[config.mk]
export PLATFORM = sky130hd
export DESIGN_NAME = sar2_logic_param
export DESIGN_NICKNAME = d
export VERILOG_FILES = /design/src/rtl/sar2_logic_param.sv
export SDC_FILE = /design/constraint.sdc
export NUM_CORES = 1
export LEC_CHECK = 0
export CORE_MARGIN = 8
export CORE_UTILIZATION = 55
export CTS_CLUSTER_DIAMETER = 40
export DETAILED_ROUTE_END_ITERATION = 7
export MAX_ROUTING_LAYER = met4
export PLACE_DENSITY = 0.8
export REMOVE_ABC_BUFFERS = 1
export SLEW_MARGIN = 20
export SYNTH_ARGS = -nofsm -noshare
export SYNTH_HDL_FRONTEND = slang
export SYNTH_SLANG_ARGS = --single-unit
export TNS_END_PERCENT = 10
[constraint.sdc]
create_clock -name clk_i -period 3.3 [get_ports clk_i]
set_input_delay 0.495 -clock clk_i [delete_from_list [all_inputs] [get_ports clk_i]]
set_output_delay 0.495 -clock clk_i [all_outputs]
set_load 0.01 [all_outputs]
[src/rtl/sar2_logic_param.sv]
// Two-step (coarse/fine) SAR conversion controller for the split-capacitor ADC front end.
// Sequences sample, drain, coarse search, boundary decision, fine switchover and fine search.
module sar2_logic_param #(
    parameter int unsigned COARSE_BITS   = 4,
    parameter int unsigned FINE_BITS     = 4,
    parameter int unsigned SAMPLE_CYCLES = 2,
    parameter int unsigned DRAIN_CYCLES  = 2,
    parameter int unsigned SETTLE_CYCLES = 1
) (
    input  logic                               clk_i,
    input  logic                               rst_i,
    input  logic                               cnvst_i,
    input  logic                               cont_i,
    input  logic                               cmp_out_i,
    output logic [COARSE_BITS+FINE_BITS-1:0]   sar_o,
    output logic [COARSE_BITS+FINE_BITS-1:0]   dout_o,
    output logic                               eoc_o,
    output logic                               busy_o,
    output logic                               overrun_o,
    output logic                               cmp_clk_o,
    output logic                               s_clk_o,
    output logic                               s_clk_n_o,
    output logic                               drain_sw_o,
    output logic [COARSE_BITS-1:0]             coarse_btm_o,
    output logic                               fine_sel_o,
    output logic                               fine_up_o,
    output logic [FINE_BITS-1:0]               fine_top_a_o,
    output logic [FINE_BITS-1:0]               fine_top_b_o
);

    localparam int unsigned N    = COARSE_BITS + FINE_BITS;
    localparam int unsigned IW   = (N > 1) ? $clog2(N) : 1;
    localparam int unsigned SW   = $clog2(SAMPLE_CYCLES + 1);
    localparam int unsigned PMAX = (DRAIN_CYCLES > SETTLE_CYCLES) ? DRAIN_CYCLES : SETTLE_CYCLES;
    localparam int unsigned PW   = $clog2(PMAX + 1);

    localparam logic [N-1:0] SarInit = {1'b1, {(N-1){1'b0}}};

    typedef enum logic [3:0] {
        StIdle, StDrain, StCcmp, StCdec, StBcmp, StBdec, StSwitch, StFcmp, StFdec, StDone
    } state_e;

    state_e               state_q, state_d;
    logic [N-1:0]         sar_q, sar_d;
    logic [N-1:0]         dout_q, dout_d;
    logic                 eoc_q, eoc_d;
    logic                 overrun_q, overrun_d;
    logic                 pending_q, pending_d;
    logic                 fine_sel_q, fine_sel_d;
    logic                 fine_up_q, fine_up_d;
    logic [FINE_BITS-1:0] fta_q, fta_d;
    logic [FINE_BITS-1:0] ftb_q, ftb_d;
    logic [SW-1:0]        samp_q, samp_d;
    logic [PW-1:0]        cnt_q, cnt_d;
    logic [IW-1:0]        idx_q, idx_d;

    logic [N-1:0]         bit_mask;
    logic [FINE_BITS-1:0] fine_mask;

    assign bit_mask  = N'(1) << idx_q;
    assign fine_mask = FINE_BITS'(1) << idx_q;

    always_comb begin
        state_d    = state_q;
        sar_d      = sar_q;
        dout_d     = dout_q;
        eoc_d      = 1'b0;
        overrun_d  = cnvst_i && (state_q != StIdle);
        pending_d  = pending_q;
        fine_sel_d = fine_sel_q;
        fine_up_d  = fine_up_q;
        fta_d      = fta_q;
        ftb_d      = ftb_q;
        samp_d     = samp_q;
        cnt_d      = cnt_q;
        idx_d      = idx_q;

        unique case (state_q)
            StIdle: begin
                sar_d      = SarInit;
                fine_sel_d = 1'b0;
                fine_up_d  = 1'b0;
                fta_d      = '0;
                ftb_d      = '0;
                if (samp_q != SW'(SAMPLE_CYCLES)) samp_d = samp_q + SW'(1);
                if (cnvst_i) pending_d = 1'b1;
                if (samp_q == SW'(SAMPLE_CYCLES) && (pending_q || cnvst_i || cont_i)) begin
                    state_d   = StDrain;
                    pending_d = 1'b0;
                    samp_d    = '0;
                    cnt_d     = '0;
                end
            end
            StDrain: begin
                if (cnt_q == PW'(DRAIN_CYCLES - 1)) begin
                    state_d = StCcmp;
                    cnt_d   = '0;
                    idx_d   = IW'(N - 1);
                end else begin
                    cnt_d = cnt_q + PW'(1);
                end
            end
            StCcmp: state_d = StCdec;
            StCdec: begin
                if (!cmp_out_i) sar_d = sar_d & ~bit_mask;
                if (idx_q > IW'(FINE_BITS)) begin
                    sar_d   = sar_d | (bit_mask >> 1);
                    idx_d   = idx_q - IW'(1);
                    state_d = StCcmp;
                end else begin
                    state_d = StBcmp;
                end
            end
            StBcmp: state_d = StBdec;
            StBdec: begin
                // Boundary compare decides which fine SCA tracks the upper bound
                fine_up_d  = cmp_out_i;
                sar_d      = sar_q | (N'(1) << (FINE_BITS - 1));
                fine_sel_d = 1'b1;
                cnt_d      = '0;
                state_d    = StSwitch;
            end
            StSwitch: begin
                if (cnt_q == PW'(SETTLE_CYCLES - 1)) begin
                    state_d = StFcmp;
                    cnt_d   = '0;
                    idx_d   = IW'(FINE_BITS - 1);
                end else begin
                    cnt_d = cnt_q + PW'(1);
                end
            end
            StFcmp: state_d = StFdec;
            StFdec: begin
                if (!cmp_out_i) sar_d = sar_d & ~bit_mask;
                if (cmp_out_i ^ fine_up_q) fta_d = fta_q | fine_mask;
                else                       ftb_d = ftb_q | fine_mask;
                if (idx_q != '0) begin
                    sar_d   = sar_d | (bit_mask >> 1);
                    idx_d   = idx_q - IW'(1);
                    state_d = StFcmp;
                end else begin
                    state_d = StDone;
                end
            end
            StDone: begin
                dout_d  = sar_q;
                eoc_d   = 1'b1;
                state_d = StIdle;
            end
            default: state_d = StIdle;
        endcase
    end

    always_ff @(posedge clk_i) begin
        if (rst_i) begin
            state_q    <= StIdle;
            sar_q      <= '0;
            dout_q     <= '0;
            eoc_q      <= 1'b0;
            overrun_q  <= 1'b0;
            pending_q  <= 1'b0;
            fine_sel_q <= 1'b0;
            fine_up_q  <= 1'b0;
            fta_q      <= '0;
            ftb_q      <= '0;
            samp_q     <= '0;
            cnt_q      <= '0;
            idx_q      <= '0;
        end else begin
            state_q    <= state_d;
            sar_q      <= sar_d;
            dout_q     <= dout_d;
            eoc_q      <= eoc_d;
            overrun_q  <= overrun_d;
            pending_q  <= pending_d;
            fine_sel_q <= fine_sel_d;
            fine_up_q  <= fine_up_d;
            fta_q      <= fta_d;
            ftb_q      <= ftb_d;
            samp_q     <= samp_d;
            cnt_q      <= cnt_d;
            idx_q      <= idx_d;
        end
    end

    assign sar_o        = sar_q;
    assign dout_o       = dout_q;
    assign eoc_o        = eoc_q;
    assign overrun_o    = overrun_q;
    assign busy_o       = (state_q != StIdle);
    assign s_clk_o      = (state_q == StIdle);
    assign s_clk_n_o    = (state_q != StIdle);
    assign cmp_clk_o    = (state_q == StCcmp) || (state_q == StBcmp) || (state_q == StFcmp);
    assign drain_sw_o   = (state_q == StDrain);
    assign coarse_btm_o = sar_q[N-1:FINE_BITS];
    assign fine_sel_o   = fine_sel_q;
    assign fine_up_o    = fine_up_q;
    assign fine_top_a_o = fta_q;
    assign fine_top_b_o = ftb_q;

endmodule

# Word level (Yosys, flattened, before mapping)
# Cells that the tools add are included.
totals:
  word_cells: 105
  ramBits: 0
  input_bits: 5
  n_memories: 0
  latch_bits: 0
  reg_bits: 40
  romBits: 0
classes:
  muxes: 32
  addsub: 3
  eq_ne: 19
  bitwise: 8
  multipliers: 0
  shifts: 2
  reduce_logical: 26
  n_div: 0
  order_cmp: 1
op_table:
  columns: ["cell", "n"]
  rows:
  - ["8-bit two-way mux", 5]
  - ["4-bit one-hot mux with 9 select lines", 1]
  - ["8-bit one-hot mux with 4 select lines", 1]
  - ["4-bit two-way mux", 6]
  - ["4-bit by 3-bit equality test with 1-bit output (second input constant)", 4]
  - ["8-bit by 7-bit bitwise OR with 8-bit output", 2]
  - ["4-bit one-hot mux with 2 select lines", 2]
  - ["4-bit nonzero test", 4]
  - ["3-bit two-way mux", 5]
  - ["2-bit != test (second input constant)", 6]
  - ["3-bit one-hot mux with 4 select lines", 1]
  - ["2-bit AND reduction", 6]
  - ["2-bit two-way mux", 5]
  - ["8-bit bitwise AND", 1]
  - ["4-bit by 2-bit equality test with 1-bit output (second input constant)", 2]
  - ["4-bit equality test (second input constant)", 2]
  - ["8-bit inverter", 1]
  - ["4-bit bitwise OR", 2]
  - ["2-bit one-hot mux with 4 select lines", 1]
  - ["2-bit nonzero test", 4]
  - ["1-bit by 3-bit << shifter with 8-bit output (first input constant)", 1]
  - ["3-bit nonzero test", 2]
  - ["5-bit AND reduction", 1]
  - ["2-bit by 1-bit adder with 2-bit output (second input constant)", 2]
  - ["other kinds (16)", 24]

# Depth between registers and ports, before layout
# Gate-level depths: netlist of run 1.
depth:
  ltp_word: 8
  mapped_depth: 7
  ltp_nobuf: 7

# Worst setup path after synthesis of run 1
# OpenSTA, ideal clock, no wires.
synth_timing:
  kind: "flip-flop to flip-flop"
  start: "reg cnt_q[1]"
  end: "reg idx_q[2]"
  t_required_ps: 3181
  t_arrival_ps: 1608
  path_stages_with_launch: 8
  synth_period_minus_slack_ps: 1726
  path_slack_ps: 1574
  cell_sequence: "dfxtp_1 > inv_1 > ha_1 > or2_2 > a21boi_1 > o32ai_4 > and2_4 > o221a_1"
synth_between:
  elab_chain_cells: 3
  elab_cells_between_ends: 5
  classes_between: "3 x eq/ne; 2 x reduce/logical"
synth_rtl:
  columns: ["element", "line_no", "text"]
  rows:
  - ["start: declaration", "54", "logic [PW-1:0] cnt_q, cnt_d;"]
  - ["start signal: assignment", "181", "cnt_q <= cnt_d;"]
  - ["2-bit by 1-bit equality test with 1-bit output / 2-bit logical NOT (equally long branches)", "95, 124", null]
  - ["2-bit by 1-bit != test with 1-bit output (no source line) / 2-bit != test (equally long branches)", null, null]
  - ["5-bit AND reduction (no source line) *", null, null]
  - ["end signal: assignment", "182", "idx_q <= idx_d;"]
  - ["end: declaration", "55", "logic [IW-1:0] idx_q, idx_d;"]
# Every way passes the cells marked *; elsewhere a longest branch is shown, timed or not.
# A chain may end at the register's enable or synchronous reset.

# Final worst setup path of run 1
layout_timing:
  start: "reg state_q[1]"
  end: "out s_clk_o"
layout_between:
  elab_chain_cells: 1
layout_rtl:
  columns: ["element", "line_no", "text"]
  rows:
  - ["start: declaration", "43", "state_e state_q, state_d;"]
  - ["start signal: assignment", "156", "state_q <= StIdle;"]
  - ["start signal: assignment", "170", "state_q <= state_d;"]
  - ["4-bit logical NOT", "191", "assign s_clk_o = (state_q == StIdle);"]
  - ["end: declaration", "21", "output logic s_clk_o,"]
# No other way between the ends.

==> results of run 1 <==
## routing by layer
metal	share of wire	up-vias	global-route usage
li1	-	995	-
met1	0.44	899	0.195
met2	0.48	54	0.283
met3	0.063	7	0.0392
met4	0.015	0	0.0759
met5	0	-	-
## stage by stage
| step | hold slack [ns] | worst slack (ns) |
|---|---|---|
| final | 0.459 | 0.589 |
| after global routing | 0.476 | 0.429 |
| after CTS | 0.459 | 0.633 |
| after detailed placement | 0.448 | 0.967 |
| after global placement | 0.443 | 1.04 |
| after floorplan | 0.465 | 1.25 |
## cells in the mapped netlist (all sizes together), types with 5 or more instances
cell type / instances
nand2: 38
nor2: 39
nor2b: 6
o21a: 12
ha: 8
o21ai: 15
clkbuf: 5
nor3: 11
inv: 12
nand2b: 9
a21oi: 27
buf: 14
dfxtp: 40
## cells by family (layout without fill, tap and decap cells)
| logic type | count (synthesis) | in the layout | share of synthesized area |
|---|---|---|---|
| compound gates | 76 | 76 | 0.239 |
| fa+ha+maj | 8 | 8 | 0.0475 |
| flops | 40 | 40 | 0.380 |
| buf+inv | 31 | 65 | 0.0688 |
| simple gates | 116 | 116 | 0.257 |
| xor+xnor | 2 | 2 | 0.00831 |
## registers in the layout, summed over array words and instances (netlist names)
register      cells
cnt_q             2
dout_o            8
eoc_o             1
fine_sel_o        1
fine_top_a_o      4
fine_top_b_o      4
fine_up_o         1
idx_q             3
overrun_o         1
pending_q         1
samp_q            2
sar_o             8
state_q           4
## where the power goes
group,internal (mW),switching (mW),total [mW],leakage (nW)
combinational,0.183,0.228,0.412,0.550
sequential,0.520,0.0650,0.585,0.324
clock,0.228,0.184,0.412,0.0548
## worst paths after layout
check,endpoint,slack (ns),cells past startpoint
setup / recovery,s_clk_o,0.59,4
hold / removal,dout_o[3]$_SDFFE_PP0P_,0.46,2
setup reg to reg,sar_o[2]$_SDFFE_PP0P_,0.98,4
hold reg to reg,dout_o[3]$_SDFFE_PP0P_,0.46,2
## area by class of cell
| type | count | area, µm² | share of cell area |
|---|---|---|---|
| sequential | 40 | 801 | 0.305 |
| clock buffer | 5 | 68.8 | 0.0262 |
| multi-input combinational | 202 | 1160 | 0.443 |
| timing repair buffer | 45 | 440 | 0.168 |
| inverter | 12 | 45.0 | 0.0172 |
| clock inverter | 3 | 46.3 | 0.0176 |
| tap | 48 | 60.1 | 0.0229 |
## worst register-to-register path: cells and delay by family, from the launching register on
kind	cells	cell delay, ns
AOI/OAI and AO/OA	3	1.14
DFF	1	0.79
and+or+nand+nor	1	0.30
## layout by cell type (no fill, tap or decap), types with 3 or more instances in the layout
cell | Yosys | final
o21ai_1 | 3 | 3
o21a_1 | 12 | 12
nor2b_1 | 6 | 6
clkbuf_8 | 0 | 5
dfxtp_1 | 40 | 40
o21ai_0 | 12 | 12
nand2b_1 | 9 | 9
a21oi_1 | 27 | 27
nor3_1 | 10 | 10
a311oi_1 | 3 | 3
clkdlybuf4s50_1 | 0 | 41
ha_1 | 8 | 8
nand2_1 | 38 | 38
buf_4 | 6 | 4
nor2_1 | 38 | 38
inv_1 | 12 | 12
a211oi_1 | 4 | 4
==> impl_metrics.yaml, run 1 <==
yosys:
  synth_top_area_frac: 0.380
  ys_async_sr_fraction: 0
  yosysSeqAreaShare: 0.380
  ys_warn_count: 0
  synth-main-ff-cell: "dfxtp_1"
  synth_area_per_cell_um2: 7.73
  synthCells: 273
  ys_ff_latch: 40
  syn-cell-area_um2: 2110
  synth_edf_count: 0
  synthTopCellsByArea: "dfxtp_1 38%, nand2_1 6.8%, nor2_1 6.8%, a21oi_1 6.4%, ha_1 4.7%"
  yosys.area.top_type: "dfxtp_1"
  ys_types: 47
pwr:
  ir_drop_v: 0.000336
  leakage_nw: 0.929
  p_total_mw: 1.41
  p_per_area_nw_per_um2: 537
cts:
  hold_buffers: 0
  htreeDepth: 2
  tritoncts: "done"
  numCtsBuffers: 5
  cts_setup_buffers: 0
  cts_sinks: 40
  path_clk_slew_ns: 0.09
  ctsResizeCount: 0
  clock_latency_ns: 0.30
  clock-root-buffer: "clkbuf_8"
  cts_max_path_buffers: 2
critical_path:
  crit_start: "state_q[1]$_SDFFE_PP0P_"
  cp_num_buf_inv: 2
  worst_ep_arrival_time_ns: 2.22
  crit_type: "reg2out"
  r2r_start: "state_q[1]$_SDFFE_PP0P_"
  cp-end-kind: "primary output"
  path_cells: "nor2_1 -> nand2_1 -> inv_1 -> clkdlybuf4s50_1"
  critPathSlowestCell: "dfxtp_1"
  worst_ep_required_time_ns: 2.80
  cpLargestDelayFamily: "flip-flops"
  critPathMaxStageDelay_ns: 0.79
  critPathMaxFanout: 22
  crit_path_start_kind: "flop"
cells_and_area:
  stdcell_area_um2: 2630
  fill_cells: 323
  stdcell_count: 355
  antenna_cells: 0
  finish.utilization: 0.712
  layout-drive-gt1-share: 0.0619
  syn_to_final_growth_pct: 24.4
  final_nets: 319
drt:
  drt-pass1-iter-count: 4
  drc: 0
  drt_iter0_drc: 111
  vias_per_cell: 5.51
  vias: 1955
  wl_per_cell_um: 14.4
  drt.antenna.violating_nets: 0
  drt-total-wl_um: 5100
floorplan:
  start_util: 0.572
  die_w_um: 77.9
  rows: 22
  die_y_um: 77.9
  core-area_um2: 3690
  io_pins: 42
  die_area_um2: 6070
timing:
  worst-slew-pin-transition_ns: 0.992
  fmax_ghz: 0.369
  hold_viol_final: 0
  slew_violations: 0
  fin_skew_ns: 0.0133
  finalSetupViolations: 0
  min_period_over_period: 0.822
  min_period_ns: 2.71
  rsz0062_at_grt: "false"
  tns_ns: 0
  relSlewSlack: 0.334
global_routing:
  antenna_found_initial: 0
  grtUsageTotal: 0.172
  grt_max_degree: 23
  grt_pass1_wl_um: 8470
  first_global_vias: 1831
  grt.overflow.total: 0
run_status:
  outcome: "finished, final reports clean"
place:
  hpwl_um: 3760
  place_area_um2: 2510
  place_congestion: 0.875
  io_buffers: 41
  placed_cells: 347
worst_hold_path:
  min-delay-start: "dout_o[3]$_SDFFE_PP0P_"
  hold_path_class: "reg2reg"
run:
  max_cap_violations: 0
No activity file was read; power rests on OpenSTA's default activity.
==> inputs of run 2 (changes only) <==
Settings changed: CORE_UTILIZATION 55 to 46, PLACE_DENSITY 0.8 to 0.71.
Clock period 3.3 ns to 2.2 ns, I/O delays scaled along.
==> run 2 against run 1 <==
Compared with the run above:
- non-clock buffer count up 10
- total power up 42%
- core utilization down 10 points
- largest power group unchanged
- count of clock-buffer cells in the layout up 1
- via count up 0.77%
- design area up 2.2%
==> impl_metrics.yaml, run 2 (synthesis results as in run 1) <==
run_status:
  outcome: "finished, final reports clean"
cts:
  numCtsBuffers: 5
  tritoncts: "done"
  clock_latency_ns: 0.29
  htreeDepth: 2
  hold_buffers: 0
  clock-root-buffer: "clkbuf_8"
  cts_setup_buffers: 0
  cts_sinks: 40
  path_clk_slew_ns: 0.07
  cts_max_path_buffers: 2
critical_path:
  worst_ep_required_time_ns: 1.87
  r2r_cells: 5
  critPathMaxFanout: 10
  reg2reg_to: "idx_q[2]$_SDFFE_PP0P_"
  cp-end-kind: "primary output"
  crit_type: "reg2out"
  r2r_slack_ns: 0.35
  worst_ep_arrival_time_ns: 1.86
  r2r_start: "state_q[3]$_SDFFE_PP0P_"
  crit_path_start_kind: "flop"
drt:
  wl_per_cell_um: 13.9
  drt.antenna.violating_nets: 0
  drc: 0
  drt_iter0_drc: 123
  vias_per_cell: 5.35
  drt-total-wl_um: 5120
  drt-pass1-iter-count: 4
  vias: 1970
place:
  io_buffers: 41
  pre_cts_ws_ns: 0.264
  place_congestion: 0.866
  hpwl_um: 3830
  place_area_um2: 2600
timing:
  fmax_ghz: 0.457
  tns_ns: 0
  min_period_ns: 2.19
  min_period_over_period: 0.995
  relSlewSlack: 0.553
  finalSetupViolations: 0
  worst-slew-pin-transition_ns: 0.662
  rsz0062_at_grt: "true"
  worst_slack_ns: 0.0110
  hold_viol_final: 0
  slew_violations: 0
  fin_skew_ns: 0.00544
floorplan:
  die_y_um: 83.7
  die_w_um: 83.7
  rows: 24
  core-area_um2: 4380
  start_util: 0.481
  io_pins: 42
  die_area_um2: 7010
cells_and_area:
  syn_to_final_growth_pct: 27.2
  final_nets: 329
  final_common_cell: "clkdlybuf4s50_1"
  finish.utilization: 0.612
  antenna_cells: 0
  final_cell_mix: "41 x clkdlybuf4s50_1, 39 x dfxtp_1, 38 x nor2_1"
  layout-drive-gt1-share: 0.0918
  stdcell_area_um2: 2680
global_routing:
  grt_max_degree: 36
  grt_pass1_wl_um: 9050
  grtUsageTotal: 0.153
  first_global_vias: 1914
  grt.overflow.total: 0
  antenna_found_initial: 0
pwr:
  p_total_mw: 2.00
  ir_drop_v: 0.000316
  p_per_area_nw_per_um2: 744
  leakage_nw: 0.973
worst_hold_path:
  hold_end: "dout_o[1]$_SDFFE_PP0P_"
  min-delay-start: "dout_o[1]$_SDFFE_PP0P_"
  min_path_cells: 2
  hold_path_class: "reg2reg"
run:
  max_cap_violations: 0
-- run 2: cell type report --
class | count | area (µm²)
Timing Repair Buffer | 55 | 528
Sequential cell | 40 | 802
Clock inverter | 1 | 5.00
Inverter | 12 | 45.0
Multi-Input combinational cell | 202 | 1170
Clock buffer | 6 | 72.6
Tap cell | 52 | 65.1
Fill cell | 393 | 1700
-- run 2: metal layers --
| layer | share of wire | vias up | wire length (µm) | track usage |
|---|---|---|---|---|
| li1 | - | 1015 | - | - |
| met2 | 0.46 | 47 | 2370 | 0.239 |
| met4 | 0.010 | 0 | 53 | 0.0377 |
| met5 | 0 | - | 0 | - |
| met1 | 0.47 | 902 | 2390 | 0.189 |
| met3 | 0.062 | 6 | 315 | 0.0449 |
-- run 2: timing repair --
action,4_1_cts,5_1_grt
gates resized for setup,1,1
endpoints found under the setup margin,4,4
pin swaps,0,0
hold endpoints to repair,0,0
-- run 2: report_power, final --
| group | switching, mW | internal (mW) | total [mW] | leakage [nW] |
|---|---|---|---|---|
| sequential | 0.0833 | 0.783 | 0.866 | 0.324 |
| clock | 0.236 | 0.216 | 0.452 | 0.0410 |
| combinational | 0.371 | 0.308 | 0.679 | 0.608 |
-- run 2: stage by stage --
step | hold slack [ns] | std cells
6_report | 0.454 | 368
5_1_grt | 0.485 | 368
4_1_cts | 0.457 | 368
3_5_place_dp | 0.447 | 361
3_3_place_gp | 0.444 | 361
2_1_floorplan | 0.398 | 254
-- run 2: worst max path at each step --
| stage | from | end | slack [ns] | depth (start not counted) |
|---|---|---|---|---|
| 2_1_floorplan | state_q[3]$_SDFFE_PP0P_ | sar_o[1]$_SDFFE_PP0P_ | 0.15 | 4 |
| 3_3_place_gp | state_q[0]$_SDFFE_PP0P_ | drain_sw_o | 0.32 | 3 |
| 3_5_place_dp | state_q[0]$_SDFFE_PP0P_ | s_clk_n_o | 0.26 | 3 |
| 4_1_cts | state_q[2]$_SDFFE_PP0P_ | drain_sw_o | 0.03 | 4 |
| 5_1_grt | state_q[2]$_SDFFE_PP0P_ | drain_sw_o | -0.05 | 4 |
| 6_report | state_q[2]$_SDFFE_PP0P_ | drain_sw_o | 0.01 | 4 |
-- run 2: worst max-delay path, cell delays in order, from the launching register on --
cell             delay [ns]
dfxtp_1                0.40
inv_1                  0.20
nand2_1                0.13
nor3_1                 0.24
clkdlybuf4s50_1        0.60
==> inputs of run 3 (changes only) <==
Settings changed: CORE_ASPECT_RATIO from default to 0.5, SETUP_SLACK_MARGIN from default to 0.15.
==> run 3 against run 2 <==
Compared with the run above:
- final cell count grew 0.54%
- core utilization shrank 0.29 points
- sequential power is essentially flat
- global-route usage grew 0.29 points
- design area is essentially flat
- critical path depth grew 1
- via count grew 1.1%
- highest routed layer unchanged
==> impl_metrics.yaml, run 3 (synthesis results as in run 1) <==
critical_path:
  r2r_slack_ns: 0.37
  worst_ep_arrival_time_ns: 1.64
  cp-end-kind: "primary output"
  path_cells: "nand2b_1 -> nor2_1 -> a21oi_1 -> nor2_1 -> clkdlybuf4s50_1"
  worst_ep_required_time_ns: 1.87
  critPathMaxFanout: 12
  critPathMaxStageDelay_ns: 0.54
  path_common_cell: "nor2_1"
  crit_type: "reg2out"
  crit_path_start_kind: "flop"
  critPathSlowestCell: "clkdlybuf4s50_1"
cells_and_area:
  antenna_cells: 0
  layout-drive-gt1-share: 0.0990
  fill_cells: 421
  final_cell_mix: "40 x clkdlybuf4s50_1, 38 x dfxtp_1, 37 x nand2_1"
  syn_to_final_growth_pct: 27.2
  final_common_cell: "clkdlybuf4s50_1"
  stdcell_count: 370
  final_nets: 326
run_status:
  outcome: "finished, final reports clean"
timing:
  worst-slew-pin-transition_ns: 0.679
  fin_skew_ns: 0.00484
  hold_viol_final: 0
  rsz0062_at_grt: "true"
  finalSetupViolations: 0
  slew_violations: 0
  min_period_over_period: 0.895
  min_period_ns: 1.97
  tns_ns: 0
  relSlewSlack: 0.541
  fmax_ghz: 0.508
global_routing:
  grtUsageTotal: 0.156
  grt_max_degree: 36
  grt.overflow.total: 0
  antenna_found_initial: 0
  grt_pass1_wl_um: 8940
  first_global_vias: 1826
floorplan:
  core-area_um2: 4400
  die_area_um2: 7140
  rows: 17
  die_y_um: 63.9
  die_w_um: 112
  start_util: 0.479
  io_pins: 42
cts:
  tritoncts: "done"
  cts_sinks: 40
  numCtsBuffers: 5
  clock-root-buffer: "clkbuf_8"
  clock_latency_ns: 0.29
  cts_setup_buffers: 0
  htreeDepth: 2
  cts_max_path_buffers: 2
  path_clk_slew_ns: 0.08
place:
  placed_cells: 363
  hpwl_um: 4040
  place_congestion: 0.908
  io_buffers: 41
drt:
  wl_met1_um: 2610
  drt-pass1-iter-count: 4
  drt_iter0_drc: 173
  vias: 1992
  wl_per_cell_um: 14.6
  wl_met3_um: 412
  drt-total-wl_um: 5390
  drc: 0
  wl_met2_um: 2320
  vias_per_cell: 5.38
  top_layer_used: "met4"
  drt.antenna.violating_nets: 0
pwr:
  p_total_mw: 2.04
  leakage_nw: 0.963
  p_per_area_nw_per_um2: 759
  ir_drop_v: 0.000432
run:
  max_cap_violations: 0
worst_hold_path:
  hold_path_class: "reg2reg"
==> run 3: cell count changes in the layout (fill, tap and decap cells not counted) <==
cell	before	now
buf_4	13	10
clkdlybuf4s50_1	41	40
dfxtp_1	39	38
nor2_1	38	36
dlygate4sd2_1	0	1
nor2_2	1	3
a31oi_1	2	1
a31oi_2	0	1
clkinvlp_4	0	1
dfxtp_2	1	2
clkbuf_1	1	0
==> run 3: where the power goes <==
| group | total, mW | internal (mW) | switching [mW] |
|---|---|---|---|
| sequential | 0.864 | 0.783 | 0.0811 |
| clock | 0.477 | 0.215 | 0.262 |
| combinational | 0.695 | 0.311 | 0.385 |
==> run 3: worst paths after layout <==
check | startpoint | end | depth (start not counted)
max | state_q[0]$_SDFFE_PP0P_ | cmp_clk_o | 5
min | dout_o[4]$_SDFFE_PP0P_ | dout_o[4]$_SDFFE_PP0P_ | 2
max reg2reg | cnt_q[1]$_SDFFE_PP0P_ | idx_q[2]$_SDFFE_PP0P_ | 7
min reg2reg | dout_o[4]$_SDFFE_PP0P_ | dout_o[4]$_SDFFE_PP0P_ | 2
==> run 3: through the flow <==
| step | cell area, µm² | util | worst slack (ns) | hold WS, ns |
|---|---|---|---|---|
| final | 2680 | 0.609 | 0.232 | 0.457 |
| after floorplan | 2010 | - | 0.145 | 0.398 |
| after global placement | 2590 | 0.587 | 0.386 | 0.442 |
| after CTS | 2670 | 0.606 | 0.112 | 0.459 |
| after global routing | 2680 | 0.609 | 0.0942 | 0.473 |
| after detailed placement | 2590 | 0.587 | 0.327 | 0.448 |
==> run 3: worst max-delay path: cells and delay by family, from the launching register on <==
family	cells	cell delay [ns]
DFF	1	0.39
buffers and inverters	1	0.54
and+or+nand+nor	3	0.37
AOI/OAI and AO/OA	1	0.05
==> run 3: per-layer routing <==
metal,vias up,GRT usage
li1,1008,-
met1,918,0.196
met2,61,0.239
met3,5,0.0478
met4,0,0.0405
met5,-,-
==> run 3: final cells by class <==
class,count,area (µm²),share of cell area
Clock buffer,5,68.8,0.0257
Clock inverter,2,12.5,0.00466
Inverter,12,45.0,0.0168
Multi-Input combinational cell,202,1180,0.439
Sequential cell,40,803,0.299
Tap cell,57,71.3,0.0266
Timing Repair Buffer,52,504,0.188
==> run 3: repair_timing <==
action | CTS | global route
resized for setup | 3 | 4
cloned | 0 | 0
endpoints found under the setup margin | 5 | 5
hold buffers | 0 | 0
